$ cat src/rtl/register_operand_pkg.sv
// Shared definitions for the modular-exponentiation operand/result registers and engine.
package register_operand_pkg;

   localparam int OPERAND_W = 10;

   typedef enum logic [1:0] {
      IDLE   = 2'b00,
      LAUNCH = 2'b01,
      RUN    = 2'b10
   } state_t;

   localparam logic [1:0] SEL_M    = 2'b00;
   localparam logic [1:0] SEL_E    = 2'b01;
   localparam logic [1:0] SEL_N    = 2'b10;
   localparam logic [1:0] SEL_RSVD = 2'b11;

endpackage

$ cat src/rtl/rsa_watchdog.sv
// Run-length watchdog: up-counter with clear and increment, flags the terminal count TIMEOUT-1.
module rsa_watchdog #(
   parameter int TIMEOUT = 2048,
   parameter int TO_W    = 11
) (
   input  logic clk,
   input  logic rstb,
   input  logic en,
   input  logic clr,
   input  logic inc,
   output logic tc
);

   logic [TO_W-1:0] count;

   always_ff @(posedge clk or negedge rstb) begin
      if (!rstb) begin
         count <= '0;
      end else if (en) begin
         if (clr)
            count <= '0;
         else if (inc)
            count <= count + 1'b1;
      end
   end

   assign tc = (count == TO_W'(TIMEOUT - 1));

endmodule

$ cat src/rtl/register_operand.sv
// Operand register for the modexp core: captures M/E/N, validates, launches the engine, tracks busy.
//
//   state  | meaning
//   IDLE   | operands writable; start_req is checked against the valid bits and N parity
//   LAUNCH | one enabled cycle with start high; watchdog cleared on exit
//   RUN    | engine running; wait for eoc or watchdog terminal count
module register_operand
   import register_operand_pkg::*;
#(
   parameter int WIDTH   = OPERAND_W,
   parameter int TIMEOUT = 2048,
   parameter int TO_W    = 11
) (
   input  logic             clk,
   input  logic             rstb,
   input  logic             en,
   input  logic             wr,
   input  logic [1:0]       sel,
   input  logic [WIDTH-1:0] data_in,
   input  logic             start_req,
   input  logic             clr_err,
   input  logic             eoc,
   output logic [WIDTH-1:0] M_o,
   output logic [WIDTH-1:0] E_o,
   output logic [WIDTH-1:0] N_o,
   output logic             start,
   output logic             busy,
   output logic             ready,
   output logic             err
);

   state_t           state, state_nxt;
   logic [2:0]       vld, vld_nxt;
   logic [WIDTH-1:0] m_nxt, e_nxt, n_nxt;
   logic             start_nxt, busy_nxt, err_nxt;
   logic             err_set;
   logic             wd_clr, wd_inc, wd_tc;

   rsa_watchdog #(
      .TIMEOUT (TIMEOUT),
      .TO_W    (TO_W)
   ) u_wd (
      .clk  (clk),
      .rstb (rstb),
      .en   (en),
      .clr  (wd_clr),
      .inc  (wd_inc),
      .tc   (wd_tc)
   );

   assign wd_clr = (state == LAUNCH);
   assign wd_inc = (state == RUN) && !eoc;

   always_ff @(posedge clk or negedge rstb) begin
      if (!rstb) begin
         state <= IDLE;
         vld   <= '0;
         M_o   <= '0;
         E_o   <= '0;
         N_o   <= '0;
         start <= 1'b0;
         busy  <= 1'b0;
         err   <= 1'b0;
      end else if (en) begin
         state <= state_nxt;
         vld   <= vld_nxt;
         M_o   <= m_nxt;
         E_o   <= e_nxt;
         N_o   <= n_nxt;
         start <= start_nxt;
         busy  <= busy_nxt;
         err   <= err_nxt;
      end
   end

   always_comb begin
      state_nxt = state;
      vld_nxt   = vld;
      m_nxt     = M_o;
      e_nxt     = E_o;
      n_nxt     = N_o;
      start_nxt = start;
      busy_nxt  = busy;
      err_set   = 1'b0;

      case (state)
         IDLE: begin
            if (wr) begin
               // a write always takes priority; a simultaneous start_req is dropped
               case (sel)
                  SEL_M: begin m_nxt = data_in; vld_nxt[0] = 1'b1; end
                  SEL_E: begin e_nxt = data_in; vld_nxt[1] = 1'b1; end
                  SEL_N: begin n_nxt = data_in; vld_nxt[2] = 1'b1; end
                  default: err_set = 1'b1;
               endcase
            end else if (start_req) begin
               if (vld == 3'b111 && N_o[0]) begin
                  state_nxt = LAUNCH;
                  start_nxt = 1'b1;
                  busy_nxt  = 1'b1;
               end else begin
                  err_set = 1'b1;
               end
            end
         end
         LAUNCH: begin
            if (wr)
               err_set = 1'b1;
            start_nxt = 1'b0;
            state_nxt = RUN;
         end
         RUN: begin
            if (wr)
               err_set = 1'b1;
            if (eoc) begin
               // message is single-use; E and N stay valid for key reuse
               state_nxt  = IDLE;
               busy_nxt   = 1'b0;
               vld_nxt[0] = 1'b0;
            end else if (wd_tc) begin
               state_nxt = IDLE;
               busy_nxt  = 1'b0;
               err_set   = 1'b1;
            end
         end
         default: begin
            state_nxt = IDLE;
            start_nxt = 1'b0;
            busy_nxt  = 1'b0;
         end
      endcase

      if (err_set)
         err_nxt = 1'b1;
      else if (clr_err)
         err_nxt = 1'b0;
      else
         err_nxt = err;
   end

   assign ready = (state == IDLE) && (vld == 3'b111);

endmodule

$ cat config.mk
export PLATFORM = sky130hd
export DESIGN_NAME = register_operand
export DESIGN_NICKNAME = d
export VERILOG_FILES = /design/src/rtl/register_operand_pkg.sv /design/src/rtl/rsa_watchdog.sv /design/src/rtl/register_operand.sv
export SDC_FILE = /design/constraint.sdc
export NUM_CORES = 1
export LEC_CHECK = 0
export ABC_AREA = 0
export CAP_MARGIN = 5
export CORE_UTILIZATION = 53
export DETAILED_ROUTE_END_ITERATION = 6
export PLACE_DENSITY = 0.85
export SKIP_LAST_GASP = 1
export SLEW_MARGIN = 15
export SYNTH_ARGS = -nofsm -noshare
export SYNTH_HDL_FRONTEND = slang
export SYNTH_HIERARCHICAL = 1
export SYNTH_SLANG_ARGS = --single-unit
$ cat constraint.sdc
create_clock -name clk -period 3.8 [get_ports clk]
set_input_delay 0.57 -clock clk [delete_from_list [all_inputs] [get_ports clk]]
set_output_delay 0.57 -clock clk [all_outputs]
set_load 0.05 [all_outputs]
### Word-level counts from Yosys, hierarchy flattened

Cells that the tools add are included.

| cells by class | value |
|---|---|
| add/subtract/negate cells | 1 |
| $mul | 0 |
| divide/modulo/power cells | 0 |
| magnitude comparators | 0 |
| eq/ne operators | 13 |
| shifts and indexed selects | 0 |
| muxes and demuxes | 29 |
| bitwise operators | 2 |
| reduce and logical (&&, ||, !) cells | 19 |

Operators by type and width:

| cell | number |
|---|---|
| 11-bit 2-to-1 mux | 2 |
| 1-bit 2-to-1 mux | 17 |
| 5-bit AND reduction | 3 |
| 4-bit AND reduction | 3 |
| 11-bit by 1-bit adder with 11-bit output (second input constant) | 1 |
| 11-bit equality test (second input constant) | 1 |
| 2-bit 2-to-1 mux | 5 |
| 2-bit != test (second input constant) | 5 |
| 1-bit case mux with 3 select lines | 2 |
| 2-bit case mux with 3 select lines | 1 |
| 6-bit AND reduction | 1 |
| 2-bit nonzero test | 3 |
| 2-bit by 1-bit equality test with 1-bit output (second input constant) | 2 |
| 2-bit equality test (second input constant) | 2 |
| 2-bit zero test | 2 |
| 1-bit case mux with 2 select lines | 2 |
| 2-bit AND reduction | 2 |
| 3-bit equality test (second input constant) | 1 |
| 1-bit logical AND | 3 |
| 3-bit by 2-bit != test with 1-bit output (second input constant) | 1 |
| 3-bit OR reduction | 1 |
| 2-bit by 1-bit != test with 1-bit output (second input constant) | 1 |
| 1-bit NOT | 2 |
| 1-bit zero test | 1 |

| storage, ports and cells | value |
|---|---|
| register bits after elaboration | 49 |
| latch bits | 0 |
| bits in writable memories | 0 |
| bits in read-only memories | 0 |
| bits of input ports | 19 |
| output and inout bits | 34 |
| word-level logic and storage cells | 75 |
| memories kept | 0 |

### Longest topological paths before layout

Gate-level depths: netlist of run 1.

| logic depth | value |
|---|---|
| word-level depth | 8 |
| gate-level depth with buffers | 7 |
| mapped depth without buffers | 6 |

### Modules after synthesis

Netlist of run 1, hierarchy kept.

Modules (own cells, without submodules):

| module | times used | cells each | area each (µm²) | seq. area each (µm²) |
|---|---|---|---|---|
| register_operand | 1 | 109 | 1550.2 | 950.9 |
| rsa_watchdog | 1 | 67 | 633.1 | 275.3 |

### Worst setup path after synthesis of run 1

No wires, ideal clock.

| path | value |
|---|---|
| path kind | register -> output |
| start point | register state[1] |
| end point | output port ready |
| arrival | 1.545 ns |
| data required time | 3.230 ns |
| slack | 1.685 ns |
| cell stages (with the launch flop) | 4 |
| buffers on the path | 1 |
| path through | dfrtp_1 clkbuf_1 or2_2 nor2_1 |

| on the way | value |
|---|---|
| longest elaborated chain between the ends | 2 |

RTL lines:

| element | line | RTL |
|---|---|---|
| start, declared | register_operand.sv:32 | `state_t state, state_nxt;` |
| start signal, assigned | register_operand.sv:65 | `state <= state_nxt;` |
| 2-bit zero test | register_operand.sv:141 | `assign ready = (state == IDLE) && (vld == 3'b111);` |
| 1-bit logical AND | register_operand.sv:141 |  |
| end, declared | register_operand.sv:28 | `output logic ready,` |

No other way between the ends.

### Worst setup path after layout of run 1

Same ends and word-level chain as after synthesis.

==> impl_results.md, run 1 <==
* WL/cell at 16.7 um
* Die width at 66.2 um
* Most common library cells after synthesis: dfrtp_1 (49), mux2_2 (30), inv_1 (8), nand2_1 (8), a21oi_1 (7)
* GRT Util Overall at 0.233
* Std-Cell Rows at 22
* Arrival @ worst endpoint at 2.09 ns
* Cell count after placement at 268
* CTS HTree Levels at 2
* Post-Layout Cell Count at 276
* DRC viols at 0
* Slew HR at 0.464
* Critical Path End Type: output pin
* Drt via density at 5.76
* Post-CTS setup repair buffer count at 0
* Count leader, synth: dfrtp_1
* Antenna violations before repair at 0
* CTS tree: yes
* Post-synthesis cell type count at 40
* Leakage dissipation at 1.18 nW
* Worst-Skew Late Latency at 0.30 ns
* Fin. max-slew vios at 0
* Element type at the critical path start: register
* Sequential area share after synthesis at 0.562
* Via count at 1,590
* CTS sink cnt at 49
* Initial Util at 0.575
* First-pass GRT wire length at 7520 um
* Top cell type's share of synthesized area at 0.562
* Worst-Margin Slew at 0.801 ns
* Post-route ant nets at 0
* Worst setup path class: reg -> out
* Main flop type after synthesis: dfrtp_1
* Syn nets at 196
* Crit share post-route at 0.700
* Mapped Cells at 176
* Cts hold-fix bufs at 0
* Syn_area_per_cell at 12.4 um^2
* GP Congestion at 0.741
* Synth Cell Area at 2180 um^2
* R2r startpoint: state[0]$_DFFE_PN0P_
* I/O Pins at 53
* Post-synth EDFFs at 0
* Setup Total Neg Slack at 0 ns
* Die height at 66.2 um
* FF+latch count, synth at 49
* Largest net degree at the start of global routing at 50
* Routed WL at 4600 um
* Root buf cell: clkbuf_8
* Synth area leaders: dfrtp_1 (56%), mux2_2 (15%), nand4_1 (1.7%), o22ai_1 (1.7%), o31ai_1 (1.7%)
* Layout Skew at 0.00444 ns
* Die Area at 4380 um^2
* DP HPWL at 3290 um
* Fmax at 376 MHz
* Unrepaired setup endpoints after global routing: no
* Peak supply drop at 0.485 mV
* Clock buffer depth at 2
* Power per cell area at 722 nW/um^2
* R2R depth at 5
* Fraction of registers with async set or reset after synthesis at 1.00
* PostCTS Resize Cnt at 0
* Nets at 247
* Placed Area at 2730 um^2
* Peak fanout along the critical path at 13
* DR pass1 iterations at 4
* Detailed router's first-iteration violation count at 164
* Outcome: complete, no violations
* Placeable Area at 3800 um^2
* Synth Warn # at 6
* Worst R2R End: u_wd/count[9]$_DFFE_PN0P_
* Clock transition at path regs at 0.08 ns
* Cell taking the most area after synthesis: dfrtp_1
* Final setup viols at 0
* Final instance area at 2810 um^2
* Tightest Hold Check Type: in -> async
* Vias in the first global route at 1,611
* Total power at 2.03 mW
* GR Overflow Total at 0
* Flop-to-flop setup slack at 1.66 ns
* # port buffers at 52
* WHS at 0.274 ns
* CP required at 3.23 ns
* Ant. Diodes at 0
* Period minus WS final at 2.66 ns
* Area growth from synthesis to layout at 28.7%
* Final Hold Fails at 0
* Fraction of layout cells with a size suffix above 1 at 0.206
* TritonCTS Buffers at 5
* Max Cap Viol at 0
cell usage in the layout, fill, tap and decap left out, types with 2 or more instances in the layout:
| cell | count |
|---|---|
| clkdlybuf4s50_1 | 51 |
| dfrtp_1 | 49 |
| mux2_2 | 30 |
| inv_1 | 8 |
| nand2_1 | 8 |
| a21oi_1 | 7 |
| nand4_1 | 6 |
| o22ai_1 | 6 |
| o21ai_0 | 5 |
| o31ai_1 | 5 |
| clkbuf_8 | 5 |
| or4_1 | 4 |
| nor2_1 | 3 |
| nor2b_1 | 3 |
| buf_4 | 3 |
| nand3_1 | 2 |
| nand3b_1 | 2 |
| nor4b_1 | 2 |
| nand2b_1 | 2 |
| a32oi_1 | 2 |
| clkinv_2 | 2 |
| nand4_2 | 2 |
| or3_1 | 2 |
| mux2i_1 | 2 |
final cells by class:
type	instances	area, um^2
sequential	49	1230
tap	48	60.1
fill	266	988
timing repair buffer	54	533
clock inverter	2	10.0
clock buffer	6	72.6
inverter	8	30.0
multi-input combinational	109	878
critical path: stages, from the launching register on:
cell and delay (ns):
dfrtp_1 0.51, or2_2 0.37, nor2_1 0.11, clkdlybuf4s50_1 0.80
registers in the layout (all words and copies together), names as in the netlist:
signal      cells
N_o            10
E_o            10
err             1
u_wd/count     11
M_o            10
state           2
vld             3
busy            1
start           1
stage by stage:
stage,worst slack [ns],util
floorplan,1.69,-
global placement,1.14,0.717
detailed placement,1.03,0.717
CTS,1.14,0.739
global route,1.05,0.740
finish,1.14,0.740
power breakdown:
part / switching (mW) / total [mW] / internal (mW)
combinational: 0.611 / 0.963 / 0.352
clock: 0.167 / 0.294 / 0.128
sequential: 0.109 / 0.770 / 0.661
total: 0.887 / 2.03 / 1.14
routing by layer:
metal,share of wire,global-route usage,up-vias,routed length (um)
li1,-,-,749,-
met1,0.43,0.304,794,1970
met2,0.49,0.367,41,2250
met3,0.069,0.0672,6,318
met4,0.014,0.0851,0,66
met5,0,0,-,0
how the worst max path moves through the flow:
| stage | slack [ns] | from | endpoint | cells after the start |
|---|---|---|---|---|
| 2_1_floorplan | 1.69 | state[1]$_DFFE_PN0P_ | ready | 3 |
| 3_3_place_gp | 1.14 | en | M_o[5]$_DFFE_PN0P_ | 5 |
| 4_1_cts | 1.14 | state[1]$_DFFE_PN0P_ | ready | 3 |
| 3_5_place_dp | 1.03 | en | M_o[6]$_DFFE_PN0P_ | 5 |
| 5_1_grt | 1.05 | state[1]$_DFFE_PN0P_ | ready | 3 |
| 6_report | 1.14 | state[1]$_DFFE_PN0P_ | ready | 3 |
cell families (layout without fill, tap and decap cells):
kind of cell / after synthesis / after routing / share of synthesized area
buf+inv: 18 / 70 / 0.0361
mux: 33 / 33 / 0.169
fa+ha+maj: 1 / 1 / 0.00573
flops: 49 / 49 / 0.562
compound gates: 31 / 31 / 0.0946
simple gates: 44 / 44 / 0.133
Note: power is estimated with default switching activity, not from simulation.
==> inputs of run 2 (changes only) <==
CORE_UTILIZATION = 49   (was 53)
PLACE_DENSITY = 0.79   (was 0.85)
clock period = 2.59 ns   (was 3.8 ns; I/O delays follow)
==> run 2 against run 1 <==
Cell count is 2.5% higher. Die area is 7.9% higher. Sequential power is 47% higher. Critical endpoint unchanged. Utilization is 5.0 points lower. Design area is 1.7% higher. Wire length hardly changed. Clock skew is 0.0012 ns lower. Highest routed layer unchanged. Largest power group unchanged. Non-clock buffer count is 5 higher.
==> impl_results.md, run 2 (synthesis gave the netlist of run 1 again) <==
* Ant. Diodes at 0
* Slowest-stage cell, CP: dfrtp_1
* Final setup viols at 0
* # port buffers at 52
* Peak fanout along the critical path at 13
* Antenna violations before repair at 0
* Root buf cell: clkbuf_8
* Fin. max-slew vios at 0
* WL/cell at 16.2 um
* Setup Total Neg Slack at 0 ns
* Leakage dissipation at 1.21 nW
* Outcome: complete, no violations
* TritonCTS Buffers at 5
* Slowest stage delay, CP at 0.51 ns
* GR Overflow Total at 0
* Fraction of layout cells with a size suffix above 1 at 0.227
* Most common cell after layout, fill and taps aside: clkdlybuf4s50_1
* R2r startpoint: state[1]$_DFFE_PN0P_
* Power per cell area at 1040 nW/um^2
* Critical Path End Type: output pin
* GP Congestion at 0.770
* Top reg by flops: u_wd/count
* Delay-heaviest family, CP: flip-flops
* Max Cap Viol at 0
* Cts hold-fix bufs at 0
* CTS tree: yes
* Tightest Hold Check Type: in -> async
* Arrival @ worst endpoint at 1.71 ns
* Worst setup margin at 0.489 ns
* First-pass GRT wire length at 7470 um
* Routed WL at 4600 um
* Std-Cell Rows at 23
* Max reg flops at 11
* Detailed router's first-iteration violation count at 96
* Worst-Margin Slew at 0.586 ns
* I/O Pins at 53
* Worst-Skew Late Latency at 0.30 ns
* DP Worst Slack at 0.384 ns
* Crit. Startpoint: state[1]$_DFFE_PN0P_
* Clock buffer depth at 2
* Unrepaired setup endpoints after global routing: no
* CTS sink cnt at 49
* Die width at 68.8 um
* Vias in the first global route at 1,656
* CTS HTree Levels at 2
* DR pass1 iterations at 4
* Post-Layout Cell Count at 283
* Period minus WS final at 2.10 ns
* CP required at 2.20 ns
* Layout Skew at 0.00329 ns
* Clock transition at path regs at 0.09 ns
* Largest net degree at the start of global routing at 26
* Crit path buffers/inverters at 1
* Post-route ant nets at 0
* Crit share post-route at 0.811
* Nets at 252
* Element type at the critical path start: register
* Die Area at 4730 um^2
* Via count at 1,613
* Placeable Area at 4140 um^2
* Fillers at 304
* Crit path cell chain: or2_2 -> nor2_1 -> dlymetal6s2s_1
* Worst setup path class: reg -> out
* DRC viols at 0
* Fmax at 476 MHz
* Area growth from synthesis to layout at 30.9%
* DP HPWL at 3350 um
* Commonest non-fill, non-tap cells in the layout: clkdlybuf4s50_1 (50), dfrtp_1 (49), mux2_2 (30)
* GRT Util Overall at 0.222
* Slew HR at 0.608
* Initial Util at 0.527
* Cell count after placement at 275
* Final Hold Fails at 0
* Die height at 68.8 um
* Peak supply drop at 0.714 mV
* Drt via density at 5.70
-- run 2: cell count changes in the layout (fill, tap and decap cells not counted) --
cell,delta
inv_6,+1
clkinvlp_4,+1
clkdlybuf4s50_1,-1
clkinv_2,-1
clkbuf_1,-1
dlymetal6s2s_1,+1
buf_2,+1
buf_4,+4
-- run 2: area by class of cell --
class | instances | area (um^2) | share of cell area
tap | 50 | 62.6 | 0.0219
clock inverter | 3 | 21.3 | 0.00744
timing repair buffer | 59 | 571 | 0.200
inverter | 8 | 30.0 | 0.0105
sequential | 49 | 1230 | 0.429
multi-input combinational | 109 | 878 | 0.307
clock buffer | 5 | 68.8 | 0.0241
-- run 2: routing by layer --
| layer | vias up | GRT usage | part of all wire |
|---|---|---|---|
| met4 | 0 | 0.0918 | 0.012 |
| met5 | - | 0 | 0 |
| met2 | 47 | 0.385 | 0.49 |
| met3 | 6 | 0.0806 | 0.078 |
| met1 | 805 | 0.244 | 0.42 |
| li1 | 755 | - | - |
-- run 2: metrics by stage --
step,cell area (um^2),utilization,power (mW),hold WS (ns)
2_1_floorplan,2180,-,2.06,0.0929
3_3_place_gp,2770,0.667,2.51,0.403
3_5_place_dp,2770,0.667,2.56,0.415
4_1_cts,2860,0.689,3.01,0.0819
5_1_grt,2860,0.690,3.13,0.105
6_report,2860,0.690,2.98,0.0626
-- run 2: final timing paths --
kind | endpoint | slack (ns) | cells past startpoint
max | ready | 0.49 | 3
min | u_wd/count[2]$_DFFE_PN0P_ | 0.06 | 1
max reg2reg | u_wd/count[7]$_DFFE_PN0P_ | 0.64 | 4
min reg2reg | E_o[3]$_DFFE_PN0P_ | 0.51 | 1
max in group asynchronous | vld[0]$_DFFE_PN0P_ | 1.81 | 2
min in group clk | E_o[3]$_DFFE_PN0P_ | 0.51 | 1
-- run 2: timing repair --
action,CTS,global route
endpoints found under the setup margin,0,1
resized for setup,0,1
setup buffers,0,0
-- run 2: power breakdown --
group / internal (mW) / leakage [nW] / switching (mW)
combinational: 0.519 / 0.590 / 0.893
clock: 0.192 / 0.0445 / 0.254
sequential: 0.970 / 0.573 / 0.156
total: 1.68 / 1.21 / 1.30
